==> config.mk <==
export PLATFORM = sky130hd
export DESIGN_NAME = id_exe_stage_reg_flat
export DESIGN_NICKNAME = d
export VERILOG_FILES = /design/src/rtl/id_exe_stage_reg_if.sv /design/src/rtl/id_exe_stage_reg.sv /design/src/flat_wrapper.sv
export SDC_FILE = /design/constraint.sdc
export NUM_CORES = 1
export LEC_CHECK = 0
export ABC_AREA = 0
export BUFFER_PORTS_ARGS = -buffer_cell sky130_fd_sc_hd__buf_2
export CELL_PAD_IN_SITES_DETAIL_PLACEMENT = 1
export CELL_PAD_IN_SITES_GLOBAL_PLACEMENT = 2
export CORE_ASPECT_RATIO = 0.9
export CORE_MARGIN = 1.5
export CORE_UTILIZATION = 24
export CTS_CLUSTER_SIZE = 25
export DETAILED_ROUTE_END_ITERATION = 7
export GPL_TIMING_DRIVEN = 1
export PLACE_DENSITY = 0.75
export SLEW_MARGIN = 15
export SYNTH_ARGS = -nofsm -noshare
export SYNTH_HDL_FRONTEND = slang
export SYNTH_SLANG_ARGS = --single-unit
==> constraint.sdc <==
create_clock -name clk -period 4.1 [get_ports clk]
set_clock_uncertainty 0.1 [all_clocks]
set_input_delay 0.205 -clock clk [delete_from_list [all_inputs] [get_ports clk]]
set_output_delay 0.205 -clock clk [all_outputs]
set_load 0.1 [all_outputs]
==> src/rtl/id_exe_stage_reg_if.sv <==
// Signal bundle between decode/register-read and the ID/EXE pipeline register.
// Master is the pipeline side that drives ID fields; slave is the register itself.
interface id_exe_stage_reg_if #(
  parameter int DATA_W = 32,
  parameter int REG_AW = 5,
  parameter int ALUC_W = 4,
  parameter int TAG_W  = 4,
  parameter int CNT_W  = 16
);
  // Flow control: flush_i beats stall_i beats the internal load-use check.
  // id_hold_o is a same-cycle request telling IF/ID to present its current
  // instruction again on the next cycle.
  logic              stall_i;
  logic              flush_i;

  logic              id_valid;
  logic              id_wreg;
  logic              id_m2reg;
  logic              id_wmem;
  logic              id_shift;
  logic              id_aluimm;
  logic              id_regrt;
  logic [ALUC_W-1:0] id_aluc;
  logic [DATA_W-1:0] id_data_a;
  logic [DATA_W-1:0] id_data_b;
  logic [DATA_W-1:0] id_imm;
  logic [REG_AW-1:0] id_rs;
  logic [REG_AW-1:0] id_rt;
  logic [REG_AW-1:0] id_rd;
  logic              id_uses_rs;
  logic              id_uses_rt;
  logic [TAG_W-1:0]  id_ins_type;
  logic [TAG_W-1:0]  id_ins_number;

  logic              e_valid;
  logic              e_wreg;
  logic              e_m2reg;
  logic              e_wmem;
  logic              e_shift;
  logic              e_aluimm;
  logic              e_regrt;
  logic [ALUC_W-1:0] e_aluc;
  logic [DATA_W-1:0] e_data_a;
  logic [DATA_W-1:0] e_data_b;
  logic [DATA_W-1:0] e_imm;
  logic [REG_AW-1:0] e_rt;
  logic [REG_AW-1:0] e_rd;
  logic [TAG_W-1:0]  e_ins_type;
  logic [TAG_W-1:0]  e_ins_number;

  logic              id_hold_o;
  logic [CNT_W-1:0]  bubble_cnt;
  logic [CNT_W-1:0]  flush_cnt;

  modport master (
    output stall_i, flush_i,
    output id_valid, id_wreg, id_m2reg, id_wmem, id_shift, id_aluimm, id_regrt,
    output id_aluc, id_data_a, id_data_b, id_imm, id_rs, id_rt, id_rd,
    output id_uses_rs, id_uses_rt, id_ins_type, id_ins_number,
    input  e_valid, e_wreg, e_m2reg, e_wmem, e_shift, e_aluimm, e_regrt,
    input  e_aluc, e_data_a, e_data_b, e_imm, e_rt, e_rd,
    input  e_ins_type, e_ins_number,
    input  id_hold_o, bubble_cnt, flush_cnt
  );

  modport slave (
    input  stall_i, flush_i,
    input  id_valid, id_wreg, id_m2reg, id_wmem, id_shift, id_aluimm, id_regrt,
    input  id_aluc, id_data_a, id_data_b, id_imm, id_rs, id_rt, id_rd,
    input  id_uses_rs, id_uses_rt, id_ins_type, id_ins_number,
    output e_valid, e_wreg, e_m2reg, e_wmem, e_shift, e_aluimm, e_regrt,
    output e_aluc, e_data_a, e_data_b, e_imm, e_rt, e_rd,
    output e_ins_type, e_ins_number,
    output id_hold_o, bubble_cnt, flush_cnt
  );
endinterface

==> src/rtl/id_exe_stage_reg.sv <==
// ID/EXE pipeline register with valid bit, stall/flush control, load-use
// bubble insertion and saturating bubble/flush counters.
module id_exe_stage_reg #(
  parameter int DATA_W = 32,
  parameter int REG_AW = 5,
  parameter int ALUC_W = 4,
  parameter int TAG_W  = 4,
  parameter int CNT_W  = 16
) (
  input logic               clk,
  input logic               rst,
  id_exe_stage_reg_if.slave bus
);

  typedef enum logic [1:0] {
    ACT_LOAD   = 2'd0,
    ACT_BUBBLE = 2'd1,
    ACT_HOLD   = 2'd2,
    ACT_KILL   = 2'd3
  } action_e;

  action_e           action;
  logic [REG_AW-1:0] e_dest;
  logic              rs_match;
  logic              rt_match;
  logic              hazard;

  logic              e_valid_q,  e_valid_d;
  logic              e_wreg_q,   e_wreg_d;
  logic              e_m2reg_q,  e_m2reg_d;
  logic              e_wmem_q,   e_wmem_d;
  logic              e_shift_q,  e_shift_d;
  logic              e_aluimm_q, e_aluimm_d;
  logic              e_regrt_q,  e_regrt_d;
  logic [ALUC_W-1:0] e_aluc_q,   e_aluc_d;
  logic [DATA_W-1:0] e_data_a_q, e_data_a_d;
  logic [DATA_W-1:0] e_data_b_q, e_data_b_d;
  logic [DATA_W-1:0] e_imm_q,    e_imm_d;
  logic [REG_AW-1:0] e_rt_q,     e_rt_d;
  logic [REG_AW-1:0] e_rd_q,     e_rd_d;
  logic [TAG_W-1:0]  e_ins_type_q,   e_ins_type_d;
  logic [TAG_W-1:0]  e_ins_number_q, e_ins_number_d;
  logic [CNT_W-1:0]  bubble_cnt_q, bubble_cnt_d;
  logic [CNT_W-1:0]  flush_cnt_q,  flush_cnt_d;

  // Load-use check: the instruction in EXE is a load whose result the ID
  // instruction wants now. Register 0 is hard-wired and never forwards.
  always_comb begin
    e_dest   = e_regrt_q ? e_rt_q : e_rd_q;
    rs_match = bus.id_uses_rs && (bus.id_rs == e_dest);
    rt_match = bus.id_uses_rt && (bus.id_rt == e_dest);
    hazard   = e_valid_q && e_m2reg_q && e_wreg_q && (e_dest != '0) &&
               bus.id_valid && (rs_match || rt_match);
  end

  always_comb begin
    if (bus.flush_i) begin
      action = ACT_KILL;
    end else if (bus.stall_i) begin
      action = ACT_HOLD;
    end else if (hazard) begin
      action = ACT_BUBBLE;
    end else begin
      action = ACT_LOAD;
    end
  end

  always_comb begin
    e_valid_d      = e_valid_q;
    e_wreg_d       = e_wreg_q;
    e_m2reg_d      = e_m2reg_q;
    e_wmem_d       = e_wmem_q;
    e_shift_d      = e_shift_q;
    e_aluimm_d     = e_aluimm_q;
    e_regrt_d      = e_regrt_q;
    e_aluc_d       = e_aluc_q;
    e_data_a_d     = e_data_a_q;
    e_data_b_d     = e_data_b_q;
    e_imm_d        = e_imm_q;
    e_rt_d         = e_rt_q;
    e_rd_d         = e_rd_q;
    e_ins_type_d   = e_ins_type_q;
    e_ins_number_d = e_ins_number_q;
    bubble_cnt_d   = bubble_cnt_q;
    flush_cnt_d    = flush_cnt_q;

    // Non-architectural fields follow ID on every advancing edge, even when
    // the slot is being invalidated, so EXE debug views stay meaningful.
    if (action != ACT_HOLD) begin
      e_shift_d      = bus.id_shift;
      e_aluimm_d     = bus.id_aluimm;
      e_regrt_d      = bus.id_regrt;
      e_aluc_d       = bus.id_aluc;
      e_data_a_d     = bus.id_data_a;
      e_data_b_d     = bus.id_data_b;
      e_imm_d        = bus.id_imm;
      e_rt_d         = bus.id_rt;
      e_rd_d         = bus.id_rd;
      e_ins_type_d   = bus.id_ins_type;
      e_ins_number_d = bus.id_ins_number;
    end

    case (action)
      ACT_LOAD: begin
        e_valid_d = bus.id_valid;
        e_wreg_d  = bus.id_wreg  & bus.id_valid;
        e_m2reg_d = bus.id_m2reg & bus.id_valid;
        e_wmem_d  = bus.id_wmem  & bus.id_valid;
      end
      ACT_BUBBLE: begin
        e_valid_d = 1'b0;
        e_wreg_d  = 1'b0;
        e_m2reg_d = 1'b0;
        e_wmem_d  = 1'b0;
        if (bubble_cnt_q != '1) begin
          bubble_cnt_d = bubble_cnt_q + CNT_W'(1);
        end
      end
      ACT_KILL: begin
        e_valid_d = 1'b0;
        e_wreg_d  = 1'b0;
        e_m2reg_d = 1'b0;
        e_wmem_d  = 1'b0;
        if (flush_cnt_q != '1) begin
          flush_cnt_d = flush_cnt_q + CNT_W'(1);
        end
      end
      default: begin
      end
    endcase
  end

  always_ff @(posedge clk or posedge rst) begin
    if (rst) begin
      e_valid_q      <= 1'b0;
      e_wreg_q       <= 1'b0;
      e_m2reg_q      <= 1'b0;
      e_wmem_q       <= 1'b0;
      e_shift_q      <= 1'b0;
      e_aluimm_q     <= 1'b0;
      e_regrt_q      <= 1'b0;
      e_aluc_q       <= '0;
      e_data_a_q     <= '0;
      e_data_b_q     <= '0;
      e_imm_q        <= '0;
      e_rt_q         <= '0;
      e_rd_q         <= '0;
      e_ins_type_q   <= '0;
      e_ins_number_q <= '0;
      bubble_cnt_q   <= '0;
      flush_cnt_q    <= '0;
    end else begin
      e_valid_q      <= e_valid_d;
      e_wreg_q       <= e_wreg_d;
      e_m2reg_q      <= e_m2reg_d;
      e_wmem_q       <= e_wmem_d;
      e_shift_q      <= e_shift_d;
      e_aluimm_q     <= e_aluimm_d;
      e_regrt_q      <= e_regrt_d;
      e_aluc_q       <= e_aluc_d;
      e_data_a_q     <= e_data_a_d;
      e_data_b_q     <= e_data_b_d;
      e_imm_q        <= e_imm_d;
      e_rt_q         <= e_rt_d;
      e_rd_q         <= e_rd_d;
      e_ins_type_q   <= e_ins_type_d;
      e_ins_number_q <= e_ins_number_d;
      bubble_cnt_q   <= bubble_cnt_d;
      flush_cnt_q    <= flush_cnt_d;
    end
  end

  assign bus.e_valid      = e_valid_q;
  assign bus.e_wreg       = e_wreg_q;
  assign bus.e_m2reg      = e_m2reg_q;
  assign bus.e_wmem       = e_wmem_q;
  assign bus.e_shift      = e_shift_q;
  assign bus.e_aluimm     = e_aluimm_q;
  assign bus.e_regrt      = e_regrt_q;
  assign bus.e_aluc       = e_aluc_q;
  assign bus.e_data_a     = e_data_a_q;
  assign bus.e_data_b     = e_data_b_q;
  assign bus.e_imm        = e_imm_q;
  assign bus.e_rt         = e_rt_q;
  assign bus.e_rd         = e_rd_q;
  assign bus.e_ins_type   = e_ins_type_q;
  assign bus.e_ins_number = e_ins_number_q;
  assign bus.bubble_cnt   = bubble_cnt_q;
  assign bus.flush_cnt    = flush_cnt_q;

  // A flush discards whatever ID holds, so there is nothing left to hold.
  assign bus.id_hold_o = (hazard | bus.stall_i) & ~bus.flush_i;

endmodule
==> src/flat_wrapper.sv <==
// flat-port wrapper written by rule: the top's interface ports become plain ports
module id_exe_stage_reg_flat 
#(
  parameter int DATA_W = 32,
  parameter int REG_AW = 5,
  parameter int ALUC_W = 4,
  parameter int TAG_W  = 4,
  parameter int CNT_W  = 16
)
  (clk, rst, bus_stall_i, bus_flush_i, bus_id_valid, bus_id_wreg, bus_id_m2reg, bus_id_wmem, bus_id_shift, bus_id_aluimm, bus_id_regrt, bus_id_aluc, bus_id_data_a, bus_id_data_b, bus_id_imm, bus_id_rs, bus_id_rt, bus_id_rd, bus_id_uses_rs, bus_id_uses_rt, bus_id_ins_type, bus_id_ins_number, bus_e_valid, bus_e_wreg, bus_e_m2reg, bus_e_wmem, bus_e_shift, bus_e_aluimm, bus_e_regrt, bus_e_aluc, bus_e_data_a, bus_e_data_b, bus_e_imm, bus_e_rt, bus_e_rd, bus_e_ins_type, bus_e_ins_number, bus_id_hold_o, bus_bubble_cnt, bus_flush_cnt);
  id_exe_stage_reg_if #(.DATA_W(DATA_W), .REG_AW(REG_AW), .ALUC_W(ALUC_W), .TAG_W(TAG_W), .CNT_W(CNT_W)) bus_i ();
  input logic clk;
  input logic rst;
  input wire logic [$bits(bus_i.stall_i)-1:0] bus_stall_i;
  input wire logic [$bits(bus_i.flush_i)-1:0] bus_flush_i;
  input wire logic [$bits(bus_i.id_valid)-1:0] bus_id_valid;
  input wire logic [$bits(bus_i.id_wreg)-1:0] bus_id_wreg;
  input wire logic [$bits(bus_i.id_m2reg)-1:0] bus_id_m2reg;
  input wire logic [$bits(bus_i.id_wmem)-1:0] bus_id_wmem;
  input wire logic [$bits(bus_i.id_shift)-1:0] bus_id_shift;
  input wire logic [$bits(bus_i.id_aluimm)-1:0] bus_id_aluimm;
  input wire logic [$bits(bus_i.id_regrt)-1:0] bus_id_regrt;
  input wire logic [$bits(bus_i.id_aluc)-1:0] bus_id_aluc;
  input wire logic [$bits(bus_i.id_data_a)-1:0] bus_id_data_a;
  input wire logic [$bits(bus_i.id_data_b)-1:0] bus_id_data_b;
  input wire logic [$bits(bus_i.id_imm)-1:0] bus_id_imm;
  input wire logic [$bits(bus_i.id_rs)-1:0] bus_id_rs;
  input wire logic [$bits(bus_i.id_rt)-1:0] bus_id_rt;
  input wire logic [$bits(bus_i.id_rd)-1:0] bus_id_rd;
  input wire logic [$bits(bus_i.id_uses_rs)-1:0] bus_id_uses_rs;
  input wire logic [$bits(bus_i.id_uses_rt)-1:0] bus_id_uses_rt;
  input wire logic [$bits(bus_i.id_ins_type)-1:0] bus_id_ins_type;
  input wire logic [$bits(bus_i.id_ins_number)-1:0] bus_id_ins_number;
  output wire logic [$bits(bus_i.e_valid)-1:0] bus_e_valid;
  output wire logic [$bits(bus_i.e_wreg)-1:0] bus_e_wreg;
  output wire logic [$bits(bus_i.e_m2reg)-1:0] bus_e_m2reg;
  output wire logic [$bits(bus_i.e_wmem)-1:0] bus_e_wmem;
  output wire logic [$bits(bus_i.e_shift)-1:0] bus_e_shift;
  output wire logic [$bits(bus_i.e_aluimm)-1:0] bus_e_aluimm;
  output wire logic [$bits(bus_i.e_regrt)-1:0] bus_e_regrt;
  output wire logic [$bits(bus_i.e_aluc)-1:0] bus_e_aluc;
  output wire logic [$bits(bus_i.e_data_a)-1:0] bus_e_data_a;
  output wire logic [$bits(bus_i.e_data_b)-1:0] bus_e_data_b;
  output wire logic [$bits(bus_i.e_imm)-1:0] bus_e_imm;
  output wire logic [$bits(bus_i.e_rt)-1:0] bus_e_rt;
  output wire logic [$bits(bus_i.e_rd)-1:0] bus_e_rd;
  output wire logic [$bits(bus_i.e_ins_type)-1:0] bus_e_ins_type;
  output wire logic [$bits(bus_i.e_ins_number)-1:0] bus_e_ins_number;
  output wire logic [$bits(bus_i.id_hold_o)-1:0] bus_id_hold_o;
  output wire logic [$bits(bus_i.bubble_cnt)-1:0] bus_bubble_cnt;
  output wire logic [$bits(bus_i.flush_cnt)-1:0] bus_flush_cnt;
  assign bus_i.stall_i = bus_stall_i;
  assign bus_i.flush_i = bus_flush_i;
  assign bus_i.id_valid = bus_id_valid;
  assign bus_i.id_wreg = bus_id_wreg;
  assign bus_i.id_m2reg = bus_id_m2reg;
  assign bus_i.id_wmem = bus_id_wmem;
  assign bus_i.id_shift = bus_id_shift;
  assign bus_i.id_aluimm = bus_id_aluimm;
  assign bus_i.id_regrt = bus_id_regrt;
  assign bus_i.id_aluc = bus_id_aluc;
  assign bus_i.id_data_a = bus_id_data_a;
  assign bus_i.id_data_b = bus_id_data_b;
  assign bus_i.id_imm = bus_id_imm;
  assign bus_i.id_rs = bus_id_rs;
  assign bus_i.id_rt = bus_id_rt;
  assign bus_i.id_rd = bus_id_rd;
  assign bus_i.id_uses_rs = bus_id_uses_rs;
  assign bus_i.id_uses_rt = bus_id_uses_rt;
  assign bus_i.id_ins_type = bus_id_ins_type;
  assign bus_i.id_ins_number = bus_id_ins_number;
  assign bus_e_valid = bus_i.e_valid;
  assign bus_e_wreg = bus_i.e_wreg;
  assign bus_e_m2reg = bus_i.e_m2reg;
  assign bus_e_wmem = bus_i.e_wmem;
  assign bus_e_shift = bus_i.e_shift;
  assign bus_e_aluimm = bus_i.e_aluimm;
  assign bus_e_regrt = bus_i.e_regrt;
  assign bus_e_aluc = bus_i.e_aluc;
  assign bus_e_data_a = bus_i.e_data_a;
  assign bus_e_data_b = bus_i.e_data_b;
  assign bus_e_imm = bus_i.e_imm;
  assign bus_e_rt = bus_i.e_rt;
  assign bus_e_rd = bus_i.e_rd;
  assign bus_e_ins_type = bus_i.e_ins_type;
  assign bus_e_ins_number = bus_i.e_ins_number;
  assign bus_id_hold_o = bus_i.id_hold_o;
  assign bus_bubble_cnt = bus_i.bubble_cnt;
  assign bus_flush_cnt = bus_i.flush_cnt;
  id_exe_stage_reg #(.DATA_W(DATA_W), .REG_AW(REG_AW), .ALUC_W(ALUC_W), .TAG_W(TAG_W), .CNT_W(CNT_W)) u_core (.clk(clk), .rst(rst), .bus(bus_i));
endmodule
==> metrics.cfg <==
[cells_and_area]
final_cell_mix=nand2_1 (375), buf_2 (293), dfrtp_1 (157), dlygate4sd3_1 (125), xnor2_1 (32)
drive_above_1_share_pct=31.1
nNetsFinal=1226
syn2layout_area_growth_pct=57.9
antenna_cells=0
final_common_cell=nand2_1
fill_cells=3081

[floorplanning]
ios=294
dieArea_mm2=0.0273
core_area_mm2=0.0260
initial_core_util_pct=24.3
die_y_um=157
dieWidth_um=174
num_rows=56

[synthesis]
async_flop_share_pct=100
avgSynthCellArea_um2=9.39
synthTopCellsByArea=dfrtp_1 (62%), nand2_1 (22%), xnor2_1 (4.4%)
synth.distinct_cells=33
netlist_instances=673
yosysWarningCount=0
synthesis.area_mm2=0.00632
yosysSeqAreaShare_pct=62.2
syn_nets=811
synth-seq-cells=157
synth_edf_count=0
synth_ff_type=dfrtp_1
synth_top_cell_by_area=dfrtp_1
synth_top_area_share_pct=62.2

[setup_path]
reg2reg_slack_ns=1.41
worst_path_max_delay_cell=dfrtp_1
cpPeakStageDelay_ns=0.60
cp-start-kind=flop
crit_chain=mux2i_1, xnor2_1, nor4_1, a32oi_1, nor2_1, nor2_1, nor2_1, buf_2
endpoint_kind=primary output
cp_common_cell=nor2_1
timing.rr.start=u_core.bus.e_regrt$_DFFE_PP0P_
ff2ff_path_depth=6
worstSetupPathType=reg -> out
cp.arrival_ns=2.79
startpoint=u_core.bus.e_regrt$_DFFE_PP0P_
r2r_end=u_core.bus.bubble_cnt[1]$_DFFE_PP0P_
critPathMaxFanout=9
critical_path_required_ns=3.80

[power_and_ir_drop]
p_sw_share_pct=42.9
power_frac_seq_pct=36.1
combPwrFrac_pct=32.6
leakage_nw=5.35
pwr-share-clk_pct=31.2
power_density_mw_per_mm2=494
power_switching_mw=2.11
internal_power_mw=2.82
ir_drop_mv=0.213

[place]
place_ws_ns=1.38
place.gp.congestion=0.720
hpwl_um=14500
port_buffers=293

[sta]
worstMarginPinSlew_ns=0.886
setup_violations=0
finalHoldViolCount=0
max_freq_mhz=323
period_share_pct=75.5
relSlewSlack_pct=40.9
tns_ns=0
rsz0062_at_grt=false
min_period_ns=3.10
hold_ws_ns=0.0585
setup_slack_ns=1.00
slew_violations=0

[route]
routed_via_density=4.22
drtIter0Drc=187
drc=0
vias=6121
drtAntennaViolNets=0
drtPass1Iterations=6
wl_per_cell_um=14.8
routed_wl_um=21400

[clocking]
numCtsBuffers=17
cts_tree=yes
clockBufferDepth=2
path_clk_slew_ns=0.07
cts_setup_buffers=0
clock-root-buffer=clkbuf_16
worst_skew_pair.late_latency_ns=0.43
cts_max_level=4
cts.sinks=157

[worst_hold_path]
holdPathEnd=u_core.bus.flush_cnt[0]$_DFFE_PP0P_
worstHoldStart=bus_flush_i
holdPathStages=3
hold_path.class=in -> reg

[grt]
grt_pass1_vias=6486
grt_pass1_wl_um=33900
grt_max_degree=80
grt_remaining_overflow=0
track_usage_pct=15.8
antenna_found_initial=0

[run]
drv_cap=0

[run_status]
status=complete, no violations

## logic make-up after synthesis
group           Yosys count  share of synthesized area, %
simple gates            428                          27.2
flops                   157                          62.2
xor+xnor                 40                          5.54
buf+inv                  31                          2.08
compound gates            8                          1.35
mux                       7                          1.27
fa+ha+maj                 2                         0.396
## synthesized netlist by cell type, types with 2 or more instances
master      n
xnor2_1    32
xor2_1      8
clkbuf_1   19
and3_1      4
a22o_1      3
nor4_1      5
and4_1      2
ha_1        2
dfrtp_1   157
mux2i_2     2
mux2i_1     3
nor2_1     10
nand4_1     9
nand3_1    13
nand2_1   375
nor3_1      2
buf_1       8
inv_1       2
mux2_2      2
buf_6       2
## timing repair
action	CTS	global route
hold buffers	125	0
resized for setup	0	0
setup endpoints to repair	0	0
endpoints found under the hold margin	143	0
## power by group through the flow
| stage | clock network [mW] | logic [mW] | registers, mW |
|---|---|---|---|
| floorplan | 0 | 0.236 | 2.78 |
| detailed placement | 0 | 1.53 | 1.81 |
| finish | 1.54 | 1.61 | 1.78 |
| global route | 1.67 | 1.69 | 1.80 |
| global placement | 0 | 1.52 | 1.80 |
| CTS | 1.62 | 1.62 | 1.78 |
## worst max-delay path: cells and delay by family, from the launching register on
| kind | cells | cell delay [ns] |
|---|---|---|
| DFF | 1 | 0.60 |
| muxes | 1 | 0.37 |
| buffers and inverters | 1 | 0.43 |
| xor gates and xnor gates | 1 | 0.11 |
| and+or+nand+nor | 4 | 0.66 |
| AOI/OAI and AO/OA | 1 | 0.19 |
## layer usage
layer / GRT usage [%] / vias to the layer above / share of wire [%]
met3: 5.05 / 28 / 6.4
met1: 18.6 / 2966 / 42
li1: - / 2929 / -
met4: 5.95 / 0 / 2.1
met2: 27.0 / 198 / 49
met5: 0 / - / 0
## registers in the layout (all words and copies together), names as in the netlist, 4 cells and up
| register | cells |
|---|---|
| u_core.bus.e_ins_number | 4 |
| u_core.bus.e_rd | 5 |
| u_core.bus.e_ins_type | 4 |
| u_core.bus.e_rt | 5 |
| u_core.bus.flush_cnt | 16 |
| u_core.bus.e_aluc | 4 |
| u_core.bus.e_data_a | 32 |
| u_core.bus.e_data_b | 32 |
| u_core.bus.bubble_cnt | 16 |
| u_core.bus.e_imm | 32 |
## area by class of cell
cell class,count,area [um^2],area share (%)
clock buffer,20,457,4.58
multi-input combinational,485,2270,22.8
tap,348,435,4.36
clock inverter,12,103,1.03
sequential,157,3930,39.4
inverter,2,11.3,0.113
timing repair buffer,425,2770,27.8
## worst max path at each step
| stage | endpoint | slack, ns | depth (start not counted) |
|---|---|---|---|
| floorplan | bus_id_hold_o | 0.37 | 8 |
| global route | bus_id_hold_o | 0.78 | 8 |
| global placement | u_core.bus.bubble_cnt[1]$_DFFE_PP0P_ | 1.43 | 6 |
| detailed placement | u_core.bus.bubble_cnt[1]$_DFFE_PP0P_ | 1.38 | 6 |
| CTS | bus_id_hold_o | 0.94 | 8 |
| finish | bus_id_hold_o | 1.00 | 8 |
## per-stage QoR
stage | total power, mW | area, um^2 | utilization [%] | std cells
2_1_floorplan | 3.01 | 6320 | - | 673
3_3_place_gp | 3.32 | 8170 | 31.4 | 1292
3_5_place_dp | 3.33 | 8170 | 31.4 | 1292
4_1_cts | 5.02 | 9980 | 38.4 | 1449
5_1_grt | 5.16 | 9980 | 38.4 | 1449
6_report | 4.93 | 9980 | 38.4 | 1449
(Power assumes the default switching activity.)
